### src/rtl/seven_segment_capture.sv
// seven_segment_capture
// Snoops a multiplexed, active-low 7-segment bus (segment pattern plus one-hot
// digit select) and rebuilds the hex nibble shown on each digit. Once every
// digit has been captured the whole frame is held for a consumer with a
// valid/ack handshake.
//
// Optional feature macro: SEVEN_SEGMENT_CAPTURE_BLANK_EN
//   When defined, the all-segments-off pattern is accepted as a blank digit
//   (stored as nibble 0) and the blank_o flags are added.
module seven_segment_capture #(
  parameter int DIGITS        = 4,
  parameter int STABLE_CYCLES = 8
) (
  input  logic                clk,
  input  logic                rst,
  input  logic [6:0]          seg_i,
  input  logic [DIGITS-1:0]   dig_sel_i,
  input  logic                frame_ack_i,
  output logic [4*DIGITS-1:0] value_o,
  output logic                frame_valid_o,
  output logic [DIGITS-1:0]   err_o
`ifdef SEVEN_SEGMENT_CAPTURE_BLANK_EN
  ,
  output logic [DIGITS-1:0]   blank_o
`endif
);

  // Parameter sanity: the dwell counter is 8 bits and the accept point sits
  // one step below saturation, so fewer than 2 cycles cannot work.
  if (STABLE_CYCLES < 2 || STABLE_CYCLES > 255) begin : g_bad_stable
    $error("seven_segment_capture: STABLE_CYCLES must be within 2..255");
  end
  if (DIGITS < 1) begin : g_bad_digits
    $error("seven_segment_capture: DIGITS must be at least 1");
  end

  typedef enum logic {
    COLLECT = 1'b0,
    HOLD    = 1'b1
  } state_t;

  // Counter saturates here; an accept fires on the step that reaches MAX-1.
  localparam logic [7:0] CNT_MAX   = 8'(STABLE_CYCLES);
  localparam logic [7:0] ACCEPT_AT = 8'(STABLE_CYCLES - 2);

  // Segment decoder: returns {decodable, nibble}. Patterns are active-low,
  // listed bit6 (middle) down to bit0 (top).
  function automatic logic [4:0] decode(input logic [6:0] seg);
    case (seg)
      7'b1000000: decode = {1'b1, 4'h0};
      7'b1111001: decode = {1'b1, 4'h1};
      7'b0100100: decode = {1'b1, 4'h2};
      7'b0110000: decode = {1'b1, 4'h3};
      7'b0011001: decode = {1'b1, 4'h4};
      7'b0010010: decode = {1'b1, 4'h5};
      7'b0000010: decode = {1'b1, 4'h6};
      7'b1111000: decode = {1'b1, 4'h7};
      7'b0000000: decode = {1'b1, 4'h8};
      7'b0011000: decode = {1'b1, 4'h9};
      7'b0001000: decode = {1'b1, 4'hA};
      7'b0000011: decode = {1'b1, 4'hB};
      7'b1000110: decode = {1'b1, 4'hC};
      7'b0100001: decode = {1'b1, 4'hD};
      7'b0000110: decode = {1'b1, 4'hE};
      7'b0001110: decode = {1'b1, 4'hF};
      default:    decode = {1'b0, 4'h0};
    endcase
  endfunction

  // Registered bus samples: current and previous, used for all comparisons.
  logic [6:0]        seg_q;
  logic [6:0]        seg_prev;
  logic [DIGITS-1:0] sel_q;
  logic [DIGITS-1:0] sel_prev;

  // Dwell tracking.
  logic [7:0]        cnt;
  logic              dwell_done;

  // Frame assembly state.
  state_t            state;
  logic [DIGITS-1:0] captured;

  // Combinational decode of the registered sample.
  logic              sel_onehot;
  logic              sample_same;
  logic              stable_now;
  logic              accept;
  logic              dec_ok;
  logic [3:0]        dec_nib;
  logic              pattern_ok;

  logic [DIGITS-1:0]   captured_nx;
  logic [4*DIGITS-1:0] value_nx;
  logic [DIGITS-1:0]   err_nx;

`ifdef SEVEN_SEGMENT_CAPTURE_BLANK_EN
  logic              is_blank;
  logic [DIGITS-1:0] blank_nx;

  assign is_blank = (seg_q == 7'b1111111);
`endif

  assign {dec_ok, dec_nib} = decode(seg_q);

`ifdef SEVEN_SEGMENT_CAPTURE_BLANK_EN
  assign pattern_ok = dec_ok | is_blank;
`else
  assign pattern_ok = dec_ok;
`endif

  assign sel_onehot  = $onehot(sel_q);
  assign sample_same = (seg_q == seg_prev) && (sel_q == sel_prev);
  assign stable_now  = sample_same && sel_onehot;

  // One accept per dwell: the counter passes ACCEPT_AT exactly once before
  // saturating, and dwell_done guards the same dwell against a second hit.
  assign accept = stable_now && (cnt == ACCEPT_AT) && !dwell_done &&
                  (state == COLLECT);

  // Input sampler: one register stage on the snooped bus, then a history tap.
  always_ff @(posedge clk) begin
    // NOTE: sequential state uses non-blocking assignments so every register
    // in this block (and the others) sees the pre-edge value of its source.
    if (!rst) begin
      // NOTE: the sample registers are reset too, so the first comparison
      // after reset sees an all-zero select (never one-hot) and cannot count
      // stale pre-reset pin history towards a dwell.
      seg_q    <= '0;
      seg_prev <= '0;
      sel_q    <= '0;
      sel_prev <= '0;
    end else begin
      seg_q    <= seg_i;
      seg_prev <= seg_q;
      sel_q    <= dig_sel_i;
      sel_prev <= sel_q;
    end
  end

  // Stability counter: counts identical one-hot samples, saturating.
  always_ff @(posedge clk) begin
    if (!rst) begin
      cnt        <= '0;
      dwell_done <= 1'b0;
    end else if (!stable_now) begin
      cnt        <= '0;
      dwell_done <= 1'b0;
    end else begin
      if (cnt != CNT_MAX) begin
        cnt <= cnt + 8'd1;
      end
      if (accept) begin
        dwell_done <= 1'b1;
      end
    end
  end

  // Next frame contents for an accept event on the selected digit.
  always_comb begin
    // NOTE: every output of this block gets a default first, so no path
    // leaves a variable unassigned and no latch is inferred.
    captured_nx = captured;
    value_nx    = value_o;
    err_nx      = err_o;
`ifdef SEVEN_SEGMENT_CAPTURE_BLANK_EN
    blank_nx    = blank_o;
`endif
    if (accept) begin
      if (pattern_ok) begin
        captured_nx = captured | sel_q;
        for (int k = 0; k < DIGITS; k++) begin
          if (sel_q[k]) begin
            value_nx[4*k +: 4] = dec_nib;
          end
        end
`ifdef SEVEN_SEGMENT_CAPTURE_BLANK_EN
        // A blank accept raises the flag; any other good accept clears it.
        blank_nx = is_blank ? (blank_o | sel_q) : (blank_o & ~sel_q);
`endif
      end else begin
        err_nx = err_o | sel_q;
      end
    end
  end

  // Frame FSM: collect digits, then hold the complete frame until acked.
  always_ff @(posedge clk) begin
    if (!rst) begin
      state         <= COLLECT;
      captured      <= '0;
      value_o       <= '0;
      err_o         <= '0;
      frame_valid_o <= 1'b0;
`ifdef SEVEN_SEGMENT_CAPTURE_BLANK_EN
      blank_o       <= '0;
`endif
    end else begin
      case (state)
        COLLECT: begin
          captured <= captured_nx;
          value_o  <= value_nx;
          err_o    <= err_nx;
`ifdef SEVEN_SEGMENT_CAPTURE_BLANK_EN
          blank_o  <= blank_nx;
`endif
          // The write that completes the frame raises valid on the same edge,
          // so value_o and frame_valid_o always appear together.
          if (&captured_nx) begin
            state         <= HOLD;
            frame_valid_o <= 1'b1;
          end
        end
        HOLD: begin
          // value_o is left alone: the old frame stays visible until
          // individual digits are overwritten in the next collection.
          if (frame_ack_i) begin
            state         <= COLLECT;
            captured      <= '0;
            err_o         <= '0;
            frame_valid_o <= 1'b0;
`ifdef SEVEN_SEGMENT_CAPTURE_BLANK_EN
            blank_o       <= '0;
`endif
          end
        end
        default: begin
          state <= COLLECT;
        end
      endcase
    end
  end

endmodule

### config.mk
export PLATFORM = sky130hd
export DESIGN_NAME = seven_segment_capture
export DESIGN_NICKNAME = d
export VERILOG_FILES = /design/src/rtl/seven_segment_capture.sv
export SDC_FILE = /design/constraint.sdc
export NUM_CORES = 1
export LEC_CHECK = 0
export ABC_AREA = 1
export CAP_MARGIN = 20
export CORE_ASPECT_RATIO = 2
export CORE_MARGIN = 2
export CORE_UTILIZATION = 30
export CTS_CLUSTER_DIAMETER = 120
export CTS_CLUSTER_SIZE = 40
export DETAILED_ROUTE_END_ITERATION = 8
export PLACE_DENSITY = 0.45
export SLEW_MARGIN = 20
export SYNTH_ARGS = -nofsm -noshare
export SYNTH_HDL_FRONTEND = slang
export SYNTH_SLANG_ARGS = --single-unit
### constraint.sdc
create_clock -name clk -period 7.1 [get_ports clk]
set_input_delay 1.065 -clock clk [delete_from_list [all_inputs] [get_ports clk]]
set_output_delay 1.065 -clock clk [all_outputs]
set_load 0.05 [all_outputs]
== After elaboration in Yosys (flattened, before gate mapping) ==
Index checks and enable logic that the tools add are counted.

* Output and inout bits: 21
* Register bits: 57
* Logic and storage cells: 74

* Add/subtract/negate cells: 4
* Eq/ne operators: 24
* Muxes and demuxes: 14
* Bitwise operators: 3
* Reduce and logical (&&, ||, !) cells: 15

{| class="wikitable"
|+ Operator list
! operator !! number
|-
| 5-bit one-hot mux with 16 select lines || 1
|-
| 7-bit equality test, second input constant || 4
|-
| 7-bit by 5-bit equality test with 1-bit output, second input constant || 3
|-
| 7-bit by 6-bit equality test with 1-bit output, second input constant || 3
|-
| 4-bit 2-to-1 mux || 5
|-
| 4-bit AND reduction || 5
|-
| 4-bit one-hot mux with 2 select lines || 2
|-
| 7-bit by 2-bit equality test with 1-bit output, second input constant || 2
|-
| 7-bit by 4-bit equality test with 1-bit output, second input constant || 2
|-
| 8-bit by 1-bit adder with 8-bit output, second input constant || 1
|-
| 8-bit by 3-bit equality test with 1-bit output, second input constant || 1
|-
| 8-bit by 4-bit inequality test with 1-bit output, second input constant || 1
|-
| 4-bit bitwise OR || 2
|-
| 7-bit by 3-bit equality test with 1-bit output, second input constant || 1
|-
| 7-bit equality test || 1
|-
| 7-bit zero test || 1
|-
| 2-bit inequality test, second input constant || 3
|-
| 1-bit logical AND || 5
|-
| 1-bit by 1-bit adder with 2-bit output || 2
|-
| 4-bit equality test || 1
|-
| 1-bit 2-to-1 mux || 4
|-
| 1-bit one-hot mux with 2 select lines || 2
|-
| 2-bit AND reduction || 2
|-
| 2-bit by 2-bit adder with 3-bit output || 1
|-
| other kinds (5) || 5
|}

== Longest topological paths before layout ==
Gate-level depths: netlist of run 1.

* Depth in word-level cells: 11
* Mapped depth: 16

== Least setup slack after synthesis of run 1 ==
No wires, ideal clock.

* Path type: flip-flop to flip-flop
* From: register sel_q[0]
* To: register cnt[4]
* Cell stages (with the launch flop): 16
* Buffers on the path: 0
* Library setup time: 72 ps
* Arrival: 2,389 ps
* Slack: 4,639 ps
* Cell sequence: dfxtp_1 > inv_2 > fa_1 > inv_1 > ha_1 > ha_1 > inv_1 > nand3_1 > nor2_1 > nand2_1 > nor2_2 > nand2_1 > nor2_2 > inv_2 > or2_4 > nor3b_2

* Longest elaborated chain between the ends: 5

{| class="wikitable"
|+ Ends and longest elaborated chain
! item !! RTL line !! text
|-
| from (decl) || 73 || <nowiki>logic [DIGITS-1:0] sel_q;</nowiki>
|-
| from (signal assigned) || 136 || <nowiki>sel_q <= dig_sel_i;</nowiki>
|-
| 1-bit by 1-bit adder with 2-bit output (not written as such) || 112 || <nowiki>assign sel_onehot = $onehot(sel_q);</nowiki>
|-
| 2-bit by 2-bit adder with 3-bit output (not written as such) || 112 ||
|-
| 3-bit by 1-bit equality test with 1-bit output || 112 ||
|-
| 1-bit logical AND (*) || 114 || <nowiki>assign stable_now = sample_same && sel_onehot;</nowiki>
|-
| 2-bit AND reduction (no source line) (*) || -- ||
|-
| to (signal assigned) || 151 || <nowiki>cnt <= cnt + 8'd1;</nowiki>
|-
| to (decl) || 77 || <nowiki>logic [7:0] cnt;</nowiki>
|}

Mark *: on every way between the ends. The rest lies on a longest branch, timed or not.
A chain may end at the register's enable or synchronous reset.

== Final worst setup path of run 1 ==
* From: register sel_q[0]
* To: register value_o[14]

* Longest elaborated chain between the ends: 8

{| class="wikitable"
|+ Ends and longest elaborated chain
! item !! RTL line !! text
|-
| 1-bit by 1-bit adder with 2-bit output (not written as such) || 112 ||
|-
| 2-bit by 2-bit adder with 3-bit output (not written as such) || 112 ||
|-
| 3-bit by 1-bit equality test with 1-bit output || 112 ||
|-
| 1-bit logical AND (*) || 114 ||
|-
| 1-bit logical AND (*) (3 in series) || 118 || <nowiki>assign accept = stable_now && (cnt == ACCEPT_AT) && !dwell_done &&</nowiki>
|-
| 4-bit AND reduction (no source line) (*) || -- ||
|-
| to (signal assigned) || 202 || <nowiki>value_o <= value_nx;</nowiki>
|-
| to (decl) || 19 || <nowiki>output logic [4*DIGITS-1:0] value_o,</nowiki>
|}

Marked as above.

==> results of run 1 <==
[per-stage QoR]
step	cell area, sq um	cells	utilization	power (W)	setup slack [ns]
floorplan	2710	388	-	0.000383	4.64
detailed placement	3170	520	0.357	0.000403	4.34
CTS	3530	536	0.397	0.000933	4.38
global route	3530	536	0.397	0.000957	4.11
global placement	3170	520	0.357	0.000403	4.34
finish	3530	536	0.397	0.000922	4.41
[worst min-delay path: stages (launching register included)]
cell and delay [ns]:
sky130_fd_sc_hd__dfxtp_1 0.30, sky130_fd_sc_hd__inv_1 0.05, sky130_fd_sc_hd__a21oi_1 0.05
[worst min path at each step]
| stage | from | cells past startpoint | slack (ns) | end |
|---|---|---|---|---|
| 6_report | value_o[10] | 2 | 0.44 | value_o[10] |
| 5_1_grt | value_o[11] | 2 | 0.46 | value_o[11] |
| 4_1_cts | value_o[10] | 2 | 0.45 | value_o[10] |
| 3_5_place_dp | value_o[10] | 2 | 0.44 | value_o[10] |
| 3_3_place_gp | value_o[10] | 2 | 0.44 | value_o[10] |
| 2_1_floorplan | captured[0] | 2 | 0.44 | captured[0] |
[logic make-up (layout without fill, tap and decap cells)]
group | Yosys count | after routing | synth area share
and+or+nand+nor | 189 | 189 | 0.326
buffers and inverters | 88 | 134 | 0.122
DFF | 57 | 57 | 0.420
AOI/OAI and AO/OA | 42 | 42 | 0.0816
adders and majority gates | 6 | 6 | 0.0304
xor gates and xnor gates | 6 | 6 | 0.0194
[metal layers]
layer  routed length [um]  vias to the layer above
met5                    0                        -
met4                  251                        0
met3                  150                       15
met2                 3630                       32
met1                 2230                     1054
li1                     -                     1260
[cell type report]
class,instances,area [sq um]
clock buffer,10,229
clock inverter,6,130
fill,934,5360
inverter,83,312
multi-input combinational,243,1240
sequential,57,1140
tap,102,128
timing repair buffer,35,348
[power by group]
group	internal (W)	total, W	switching [W]
clock network	0.000376	0.000526	0.000150
logic	0.0000245	0.0000615	0.0000370
registers	0.000326	0.000334	0.00000730
[sequential cells by signal, indices dropped and copies added, names as in the netlist]
signal and flops:
sel_prev 4, seg_q 7, dwell_done 1, sel_q 4, err_o 4, state 1
cnt 8, value_o 16, seg_prev 7, captured 4, frame_valid_o 1
[placed cells by master (no fill, tap or decap), types with 2 or more instances in the layout]
cell type / count
sky130_fd_sc_hd__o21ai_0: 8
sky130_fd_sc_hd__nor2_4: 2
sky130_fd_sc_hd__a21oi_1: 22
sky130_fd_sc_hd__bufinv_16: 4
sky130_fd_sc_hd__ha_1: 5
sky130_fd_sc_hd__nor2_1: 51
sky130_fd_sc_hd__nand3_2: 3
sky130_fd_sc_hd__nor2_2: 8
sky130_fd_sc_hd__inv_2: 13
sky130_fd_sc_hd__nand4_1: 2
sky130_fd_sc_hd__o21ai_1: 8
sky130_fd_sc_hd__o21bai_1: 2
sky130_fd_sc_hd__dfxtp_1: 57
sky130_fd_sc_hd__xnor2_1: 4
sky130_fd_sc_hd__xor2_1: 2
sky130_fd_sc_hd__clkbuf_16: 9
sky130_fd_sc_hd__nor3_1: 4
sky130_fd_sc_hd__nand2_2: 3
sky130_fd_sc_hd__nand2_1: 87
sky130_fd_sc_hd__clkdlybuf4s50_1: 34
sky130_fd_sc_hd__nand3_1: 19
sky130_fd_sc_hd__inv_1: 70
sky130_fd_sc_hd__clkinv_2: 2
==> metrics list, run 1 <==
- Outcome: complete, no violations
* Die width: 71.3 um
- Once the clock tree was built, the resizer swapped 0 gates to a different size.
- TritonCTS clock tree: done
- Worst-path clk slew: 0.05 ns
- Library cell contributing the largest single delay on the critical path: sky130_fd_sc_hd__fa_1
* Tcrit/Tclk final: 0.378
- Worst-path fanout max: 8
- Setup total negative slack: 0 ns
- Once the clock tree was built, the setup fixing pass inserted 0 buffers.
- R2R Setup Slk: 4.41 ns
- The repair_antennas step left the layout with diodes totalling 0.
- STA classifies the critical path startpoint as a flop.
- Number of synthesized flops with an enable pin: 0
- IO buf count: 34
* Timing-limited maximum frequency: 372 MHz
- Hold timing on the final database bottoms out at a slack of 0.442 ns.
* YS warnings: 0
- In this run the power density over the cells is 261 nW/um^2.
* Async set-reset flop share out of synthesis: 0
- The most common cell in the synthesized netlist is sky130_fd_sc_hd__nand2_1.
* Number of remaining DRC errors: 0
* Buffer levels on the longest clock path: 2
- Gp weighted congestion: 0.857
- The global routing stage identified its most utilized layer as met2.
- The number of cells on the worst reg-to-reg path is 16.
- The synthesized netlist occupies a cell area of 2710 sq um.
- The number of max-slew violations in the final report was 0.
- For this design the static power due to leakage is 1.67 nW.
- Area growth, synth to finish: 30.0%
- Data required, critical path: 7.37 ns
- Setup repair after global routing left no endpoint under its margin.
* Data arrival time at the worst-slack endpoint: 2.96 ns
- Maximum ir drop on the vdd rail: 124 uV
- Sum of overflow across all layers after global routing: 0
* Clock root buffer: sky130_fd_sc_hd__clkbuf_16
- Among all flip-flop cells after synthesis, the most frequent one is sky130_fd_sc_hd__dfxtp_1.
* Number of gates on the worst path with buffers counted: 16
* Wire length of the first global-routing pass: 10.7 mm
* Count of different cell masters after synthesis: 34
- Share of the yosys chip area belonging to registers: 0.420
* Delay of the slowest cell on the worst path: 0.54 ns
- The later pin in the worst-skew pair is clocked with a latency of 0.34 ns.
- Count of endpoints failing hold in the final timing report: 0
- Max-Cap Viols: 0
* Initial DRC Count: 98
- Largest cells by area after synthesis: sky130_fd_sc_hd__dfxtp_1 (42%), sky130_fd_sc_hd__nand2_1 (12%), sky130_fd_sc_hd__inv_1 (9.7%)
- 35 I/O pins were placed.
* Origin of the critical flop-to-flop path: sel_q[0]
- Entering global routing, the biggest net connects 41 pins.
* Routed length per placed instance: 11.7 um
* Net Count, Synth: 408
* Cell type group with the largest total delay on the critical path: adder cells
* Commonest cells in the netlist: sky130_fd_sc_hd__nand2_1 (87), sky130_fd_sc_hd__inv_1 (70), sky130_fd_sc_hd__dfxtp_1 (57), sky130_fd_sc_hd__nor2_1 (51), sky130_fd_sc_hd__a21oi_1 (22)
- In this run, CTS created clock tree buffers numbering 9.
- Clock skew on the completed layout was measured at 0.00653 ns.
* Mapped Avg Cell Area: 6.99 sq um
- For this design, the CTS-stage hold fixing added 0 buffers.
- Cells after synthesis: 388
- Shortest period the worst path allows: 2.69 ns
- Actual transition at the worst max-transition pin: 0.608 ns
- In the global route stage, met1 resource usage came out at 0.134.
- STA classifies the critical path endpoint as a flop.
- Remaining number of nets flagged by the antenna check after routing: 0
- Vias per cell: 4.40
- Worst reg2reg endpoint: value_o[14]
- The worst pin sits at a relative slew slack of 0.591.
* Area enclosed by the die boundary: 9870 sq um
- Together, buffers and inverters on the worst path number 4.
- Number of antenna violations at the first check in global routing: 0
- The final layout contains routed wiring with a total length of 6.26 mm.
- Layout cell share with drive strength beyond 1: 0.122
- Half-perimeter wire length of the detailed placement result: 4.93 mm
- Count of state elements after synthesis: 57
- For met2 alone, demand over resource in global routing was 0.260.
- For this run, the total global-route usage over all layers was measured as 0.143.
* Final #Nets: 449
- For this block, the via count after detailed routing is 2,361.
- Critical Path, Cell by Cell: inv_2 -> fa_1 -> inv_1 -> ha_1 -> ha_1 -> inv_1 -> nand3_1 -> nor2_1 -> nand2_1 -> nor2_1 -> nand3_1 -> nor2_1 -> nand2_2 -> inv_2 -> o21ai_1 -> a21oi_1
* Last element of the critical path: value_o[14]
- Drt first pass iters: 4
* Num Clock Sinks: 57
* Vias in the first global route: 2,291
- Standard-cell rows: 49
* Cell accounting for the most synthesized area: sky130_fd_sc_hd__dfxtp_1
- Setup violations remaining at the end of the flow were counted as 0.
- For this configuration, the core starts out at a cell density of 0.305.
* Core Area: 8890 sq um
* Vert. Die Dim: 139 um
- The setup path with the least slack is of type flop to flop.
- Launching element of the worst setup path: sel_q[0]
- The min-delay analysis places its worst path in the category flop to flop.
* Global routing usage on met3: 0.0321
* Fraction of post-synthesis cell area in the top cell type by area: 0.420
- The cell that appears most often on the critical path is sky130_fd_sc_hd__nor2_1.
* CTS H-Tree Depth: 3
Note: power is estimated with default switching activity, not from simulation.
==> run 2, diff against run 1 <==
clock period = 2.65 ns   (was 7.1 ns; I/O delays follow)
==> run 2 against run 1 <==
Compared with the run above:
- total power grew 140%
- cell count is 1.3% higher
- register-to-register slack lost 4.2 ns
- global-route usage fell by 0.43 points
- routed wire length is 1.0% lower
- sequential power grew to 2.7 times the previous value
- non-clock buffer count grew 7
- critical endpoint is now state
==> metrics list, run 2 (synthesis results as in run 1) <==
- In this run the tightest slew margin relative to its limit is 0.591.
* Share of total power in sequential cells: 0.396
* TritonCTS clock tree: done
- CTS H-Tree Depth: 3
* Combinational power share: 0.083
* Element type at the critical path end: flop
- In the final layout, the share of cells above drive strength 1 is 0.159.
- Count of endpoints failing hold in the final timing report: 0
- The total area inside the core boundary comes to 8890 sq um.
- Final non-filler cell total: 543
- Setup total negative slack: 0 ns
- In the layout the commonest cells are sky130_fd_sc_hd__nand2_1 (86), sky130_fd_sc_hd__inv_1 (68), sky130_fd_sc_hd__dfxtp_1 (55).
- Standard-cell rows: 49
- Vert. Die Dim: 139 um
* Leading registers by flop count: value_o: 16 flops, cnt: 8 flops
* Num Clock Sinks: 57
- At the end of routability-driven placement, the weighted congestion stood at 0.837.
- CTS Buf Count: 9
* Final core occ: 0.404
- Routed length per placed instance: 11.4 um
- Worst-path clk slew: 0.05 ns
- Register ranked first by flip-flop count: value_o
- The number of max-slew violations in the final report is 0.
- Max reg flops: 16
* Launching element of the worst setup path: sel_q[3]
- Clock root buffer: sky130_fd_sc_hd__clkbuf_16
- Actual transition at the worst max-transition pin: 0.608 ns
- The tool flagged a number of max-cap violations equal to 0.
* WHS Path Cells: 2
- Data arrival time at the worst-slack endpoint: 2.74 ns
- Hold-fix buffer count after cts: 0
- Static leakage power: 1.69 nW
- IR analysis of the VDD net gives a maximum drop of 326 uV.
- Initial DRC Count: 83
- Worst-path fanout max: 3
- Leaving out fill and tap cells, the most frequent cell in the layout is sky130_fd_sc_hd__nand2_1.
- Number of antenna violations at the first check in global routing: 0
- Final #Nets: 456
* Vias per cell: 4.39
* Area growth, synth to finish: 32.2%
- The worst register-to-register path ends at state.
* Area enclosed by the die boundary: 9870 sq um
- Entering global routing, the biggest net connects 23 pins.
- RSZ-0062 raised after global routing: yes
* Startpoint types: flop
- The path with the worst hold slack has its endpoint at value_o[9].
- Setup violations remaining at the end of the flow were counted as 0.
- The number of antenna diodes in the final layout is 0.
* Start point of the worst hold path: value_o[9]
* Net switching power figure: 0.000501 W
* Initial cell density of the core: 0.305
* Layout Skew: 0.00514 ns
* Tcrit/Tclk final: 0.934
* Clock share of power: 0.521
* Vias: 2,382
- Timing-limited maximum frequency: 404 MHz
- Drt first pass iters: 4
- Remaining number of nets flagged by the antenna check after routing: 0
- In the global route stage, overall resource usage came out at 0.139.
- Detailed placement finished with a half-perimeter wire length of 4.96 mm.
- Shortest period the worst path allows: 2.47 ns
* # IOs: 35
- Clock latency on the worst-skew pair, taken at its later pin, is 0.33 ns.
- In this run the worst hold path is classified as flop to flop.
- In this run the horizontal extent of the chip is 71.3 um.
- In this run, placement finished with an instance count of 526.
* Data required, critical path: 2.91 ns
* Outcome: complete, no violations
- Power spread over the standard cell area amounts to 628 nW/um^2.
- After global routing the overflow that remains totals 0.
* Total Routed Length: 6.20 mm
- The worst register-to-register path has a depth of 16.
* Vias in the first global route: 2,327
- The internal portion of the total power is 0.00175 W.
- Buffer levels on the longest clock path: 2
* IO buf count: 34
- Origin of the critical flop-to-flop path: sel_q[3]
- Wire length of the first global-routing pass: 10.4 mm
* Number of remaining DRC errors: 0
* Fillers: 945
- Of the total power, the share spent switching nets is 0.222.
* R2R Setup Slk: 0.18 ns
- The critical path is of the flop to flop type.
run 2: how the worst max path moves through the flow:
| stage | endpoint | slack [ns] | depth (start not counted) |
|---|---|---|---|
| 2_1_floorplan | cnt[4] | 0.19 | 15 |
| 3_3_place_gp | state | 0.07 | 16 |
| 3_5_place_dp | state | 0.02 | 16 |
| 4_1_cts | state | 0.01 | 16 |
| 5_1_grt | state | -0.04 | 16 |
| 6_report | state | 0.18 | 16 |
run 2: area by class of cell:
cell class                      instances  area [sq um]  area share
Multi-Input combinational cell        243          1290       0.361
Tap cell                              102           128      0.0356
Clock buffer                           14           274      0.0764
Inverter                               83           314      0.0875
Timing Repair Buffer                   42           400       0.112
Clock inverter                          2          35.0     0.00976
Sequential cell                        57          1140       0.319
run 2: stage by stage:
stage	total power, W	instance area [sq um]	hold slack [ns]	setup WS [ns]
2_1_floorplan	0.00103	2710	0.436	0.189
3_3_place_gp	0.00109	3210	0.439	0.0737
4_1_cts	0.00228	3520	0.454	0.0125
3_5_place_dp	0.00109	3210	0.447	0.0248
5_1_grt	0.00235	3590	0.461	-0.0388
6_report	0.00225	3590	0.452	0.175
run 2: metal layers:
metal  global-route usage  up-vias  routed length [um]
met3               0.0277       15                 159
met5                    0        -                   0
met1                0.123     1065                2150
li1                     -     1270                   -
met4               0.0953        0                 230
met2                0.265       32                3660
run 2: repair_timing:
item / 4_1_cts / 5_1_grt
buffers inserted: 0 / 1
setup endpoints to repair: 0 / 28
resized for setup: 0 / 18
run 2: critical path, cell delays in order (launching register included):
cell	delay [ns]
sky130_fd_sc_hd__dfxtp_2	0.33
sky130_fd_sc_hd__inv_2	0.05
sky130_fd_sc_hd__fa_1	0.54
sky130_fd_sc_hd__inv_2	0.05
sky130_fd_sc_hd__ha_4	0.15
sky130_fd_sc_hd__ha_4	0.23
sky130_fd_sc_hd__inv_2	0.04
sky130_fd_sc_hd__nand3_2	0.05
sky130_fd_sc_hd__nor2_2	0.10
sky130_fd_sc_hd__nand2_1	0.06
sky130_fd_sc_hd__nor2_1	0.10
sky130_fd_sc_hd__nand3_1	0.13
sky130_fd_sc_hd__nor2_1	0.17
sky130_fd_sc_hd__nand2_2	0.10
sky130_fd_sc_hd__nand2_1	0.08
sky130_fd_sc_hd__nand3_2	0.09
sky130_fd_sc_hd__o21bai_1	0.14
run 2: power by group through the flow:
stage	Combinational, W	Sequential [W]	Clock, W
2_1_floorplan	0.000122	0.000905	0
3_3_place_gp	0.000180	0.000908	0
3_5_place_dp	0.000179	0.000908	0
4_1_cts	0.000180	0.000891	0.00121
5_1_grt	0.000217	0.000893	0.00124
6_report	0.000187	0.000892	0.00117
==> run 3, diff against run 2 <==
CORE_UTILIZATION = 55   (was 30)
PLACE_DENSITY = 0.75   (was 0.45)
SLEW_MARGIN = 15   (was 20)
==> run 3 against run 2 <==
Compared with the run above:
- total power is 14% lower
- first-iteration DRC count is 27% lower
- clock skew is 0.00067 ns higher
- via count is 4.9% higher
- sequential power hardly changed
- critical path depth is 1 lower
- largest power group is now sequential cells
==> metrics list, run 3 (synthesis results as in run 1) <==
* Max Transition Viols Final: 0
* Area enclosed by the die boundary: 5550 sq um
- The worst hold path begins at value_o[8].
* Vert. Die Dim: 103 um
- The register with the most flip-flops in the final layout is value_o.
* Data required, critical path: 2.87 ns
- Shortest period the worst path allows: 2.47 ns
- Counting every sink on the clock net gives 57.
* Final #Nets: 458
- The critical path is of the flop to flop type.
- RSZ-0062 raised after global routing: yes
- Data arrival time at the worst-slack endpoint: 2.69 ns
* IO buf count: 34
- Final Power: 0.00194 W
- Setup violations remaining at the end of the flow were counted as 0.
* Gp weighted congestion: 0.856
- The clock passes through at most 2 buffers.
- The internal portion of the total power is 0.00146 W.
- The total overflow left after global routing is 0.
- The hold violation total from the final report is 0.
- TritonCTS built the clock tree.
- Of the cells placed in the final design, the portion with a size suffix greater than 1 is 0.176.
- The worst hold path was traced through 2 stages.
- The share of total power dissipated in the clock network is 0.441.
- Flip-flop and latch area: 1140 sq um
- Actual transition at the worst max-transition pin: 0.609 ns
- Prior to clock tree synthesis, the placed netlist has a worst setup slack of 0.0646 ns.
- Net switching power figure: 0.000475 W
- After clock tree synthesis, the clock-pin slew on the worst setup and hold paths is 0.07 ns.
- Once placement finished, the instance area stood at 3150 sq um.
- The die is 53.7 um wide.
- Dividing the final minimum period by the clock period gives 0.932.
* Startpoint types: flop
- Outcome: complete, no violations
- For this block, the initial DRC count from the detailed router was 61.
- Pin placement for this block handled 35 I/O pins.
- Half-perimeter wire length of the detailed placement result: 4.65 mm
- CTS Buf Count: 9
- The share of total power dissipated in sequential elements is 0.460.
* Element type at the critical path end: flop
* Standard-cell rows: 36
- Commonest non-fill, non-tap cells in the layout: sky130_fd_sc_hd__nand2_1 (85), sky130_fd_sc_hd__inv_1 (68), sky130_fd_sc_hd__dfxtp_1 (54)
- Origin of the critical flop-to-flop path: sel_q[3]
- CTS H-Tree Depth: 3
* Timing-limited maximum frequency: 405 MHz
- Routed length per placed instance: 12.1 um
- Global Route Usage Sum: 0.242
- Total Routed Length: 6.04 mm
- Vias in the first global route: 2,424
- Maximum ir drop on the vdd rail: 571 uV
* Remaining number of nets flagged by the antenna check after routing: 0
- Number of remaining DRC errors: 0
- Dividing total power by cell area gives a power density of 558 nW/um^2.
- Commonest non-fill, non-tap cell in the layout: sky130_fd_sc_hd__nand2_1
* Clock latency of the later-clocked register in the worst-skew pair: 0.33 ns
- Area growth, synth to finish: 27.8%
- Using the TritonRoute via totals, the vias-per-cell ratio works out to 5.00.
- Initial cell density of the core: 0.563
- Largest net degree at the start of global routing: 22
* Drt first pass iters: 4
- 0 antenna diodes ended up in the layout.
* Max transition margin: 0.591
- Wire length of the first global-routing pass: 9.74 mm
- Static leakage power: 1.65 nW
- Max reg flops: 16
* Leading registers by flop count: value_o: 16 flops, cnt: 8 flops
* Number of antenna violations at the first check in global routing: 0
* Worst-path fanout max: 4
- Core Area: 4820 sq um
- Tracing the worst setup path back leads to its startpoint at sel_q[3].
* R2R depth: 15
- The worst path meets setup with 0.181 ns of slack.
- Across the routed clock network, the largest skew measured is 0.00580 ns.
* Area of all placed cells without fillers: 3470 sq um
- After clock tree synthesis, the flow added hold-fix buffers numbering 0.
- Max-Cap Viols: 0
* Type of the tightest min-delay check: flop to flop
- The multi-input combinational cells in the finished layout cover a total of 1300 sq um.
- Combinational power share: 0.099
- Counting the fill cells in the layout gives 414.
- Clock tree synthesis selected as its root buffer the cell sky130_fd_sc_hd__clkbuf_8.
- Vias: 2,498
- Of the total power, the share spent switching nets is 0.245.
==> run 3: per-stage QoR <==
stage	hold WS, ns	cells	TNS (ns)	utilization
final	0.452	500	0	0.719
after global routing	0.486	500	-0.327	0.719
after CTS	0.457	496	0	0.698
after detailed placement	0.447	480	0	0.654
after global placement	0.434	480	0	0.654
after floorplan	0.436	388	0	-
==> run 3: worst max-delay path, cell delays in order, from the launching register on <==
cell	delay, ns
sky130_fd_sc_hd__dfxtp_2	0.35
sky130_fd_sc_hd__inv_4	0.04
sky130_fd_sc_hd__fa_1	0.54
sky130_fd_sc_hd__inv_2	0.05
sky130_fd_sc_hd__ha_4	0.15
sky130_fd_sc_hd__ha_4	0.23
sky130_fd_sc_hd__inv_2	0.04
sky130_fd_sc_hd__nand3_2	0.05
sky130_fd_sc_hd__nor2_2	0.10
sky130_fd_sc_hd__nand2_1	0.08
sky130_fd_sc_hd__nor2_2	0.11
sky130_fd_sc_hd__nand3_2	0.13
sky130_fd_sc_hd__inv_1	0.09
sky130_fd_sc_hd__nand3_1	0.14
sky130_fd_sc_hd__o21ai_0	0.21
sky130_fd_sc_hd__a21oi_1	0.06
==> run 3: per-layer routing <==
metal	up-vias	part of all wire	track usage
li1	1275	-	-
met1	1140	0.34	0.201
met2	53	0.58	0.467
met3	30	0.028	0.0618
met4	0	0.046	0.150
met5	-	0	0
==> run 3: final timing paths <==
path	to	slack [ns]
setup / recovery	value_o[10]	0.18
setup reg to reg	value_o[10]	0.18
hold reg to reg	value_o[8]	0.45
hold / removal	value_o[8]	0.45
==> run 3: area by class of cell <==
type / instances / area share
timing repair buffer: 44 / 0.120
sequential: 57 / 0.330
multi-input combinational: 243 / 0.376
inverter: 83 / 0.0913
clock buffer: 12 / 0.0476
tap: 57 / 0.0206
clock inverter: 4 / 0.0144
==> run 3: power groups by stage <==
stage | logic, W | clock network (W) | registers (W)
2_1_floorplan | 0.000122 | 0 | 0.000905
3_3_place_gp | 0.000172 | 0 | 0.000908
3_5_place_dp | 0.000176 | 0 | 0.000908
4_1_cts | 0.000176 | 0.000869 | 0.000889
5_1_grt | 0.000215 | 0.000907 | 0.000893
6_report | 0.000191 | 0.000854 | 0.000891
==> run 3: timing repair <==
action,4_1_cts,5_1_grt
buffers inserted,0,4
setup endpoints to repair,0,27
resized for setup,0,20
hold endpoints to repair,0,0
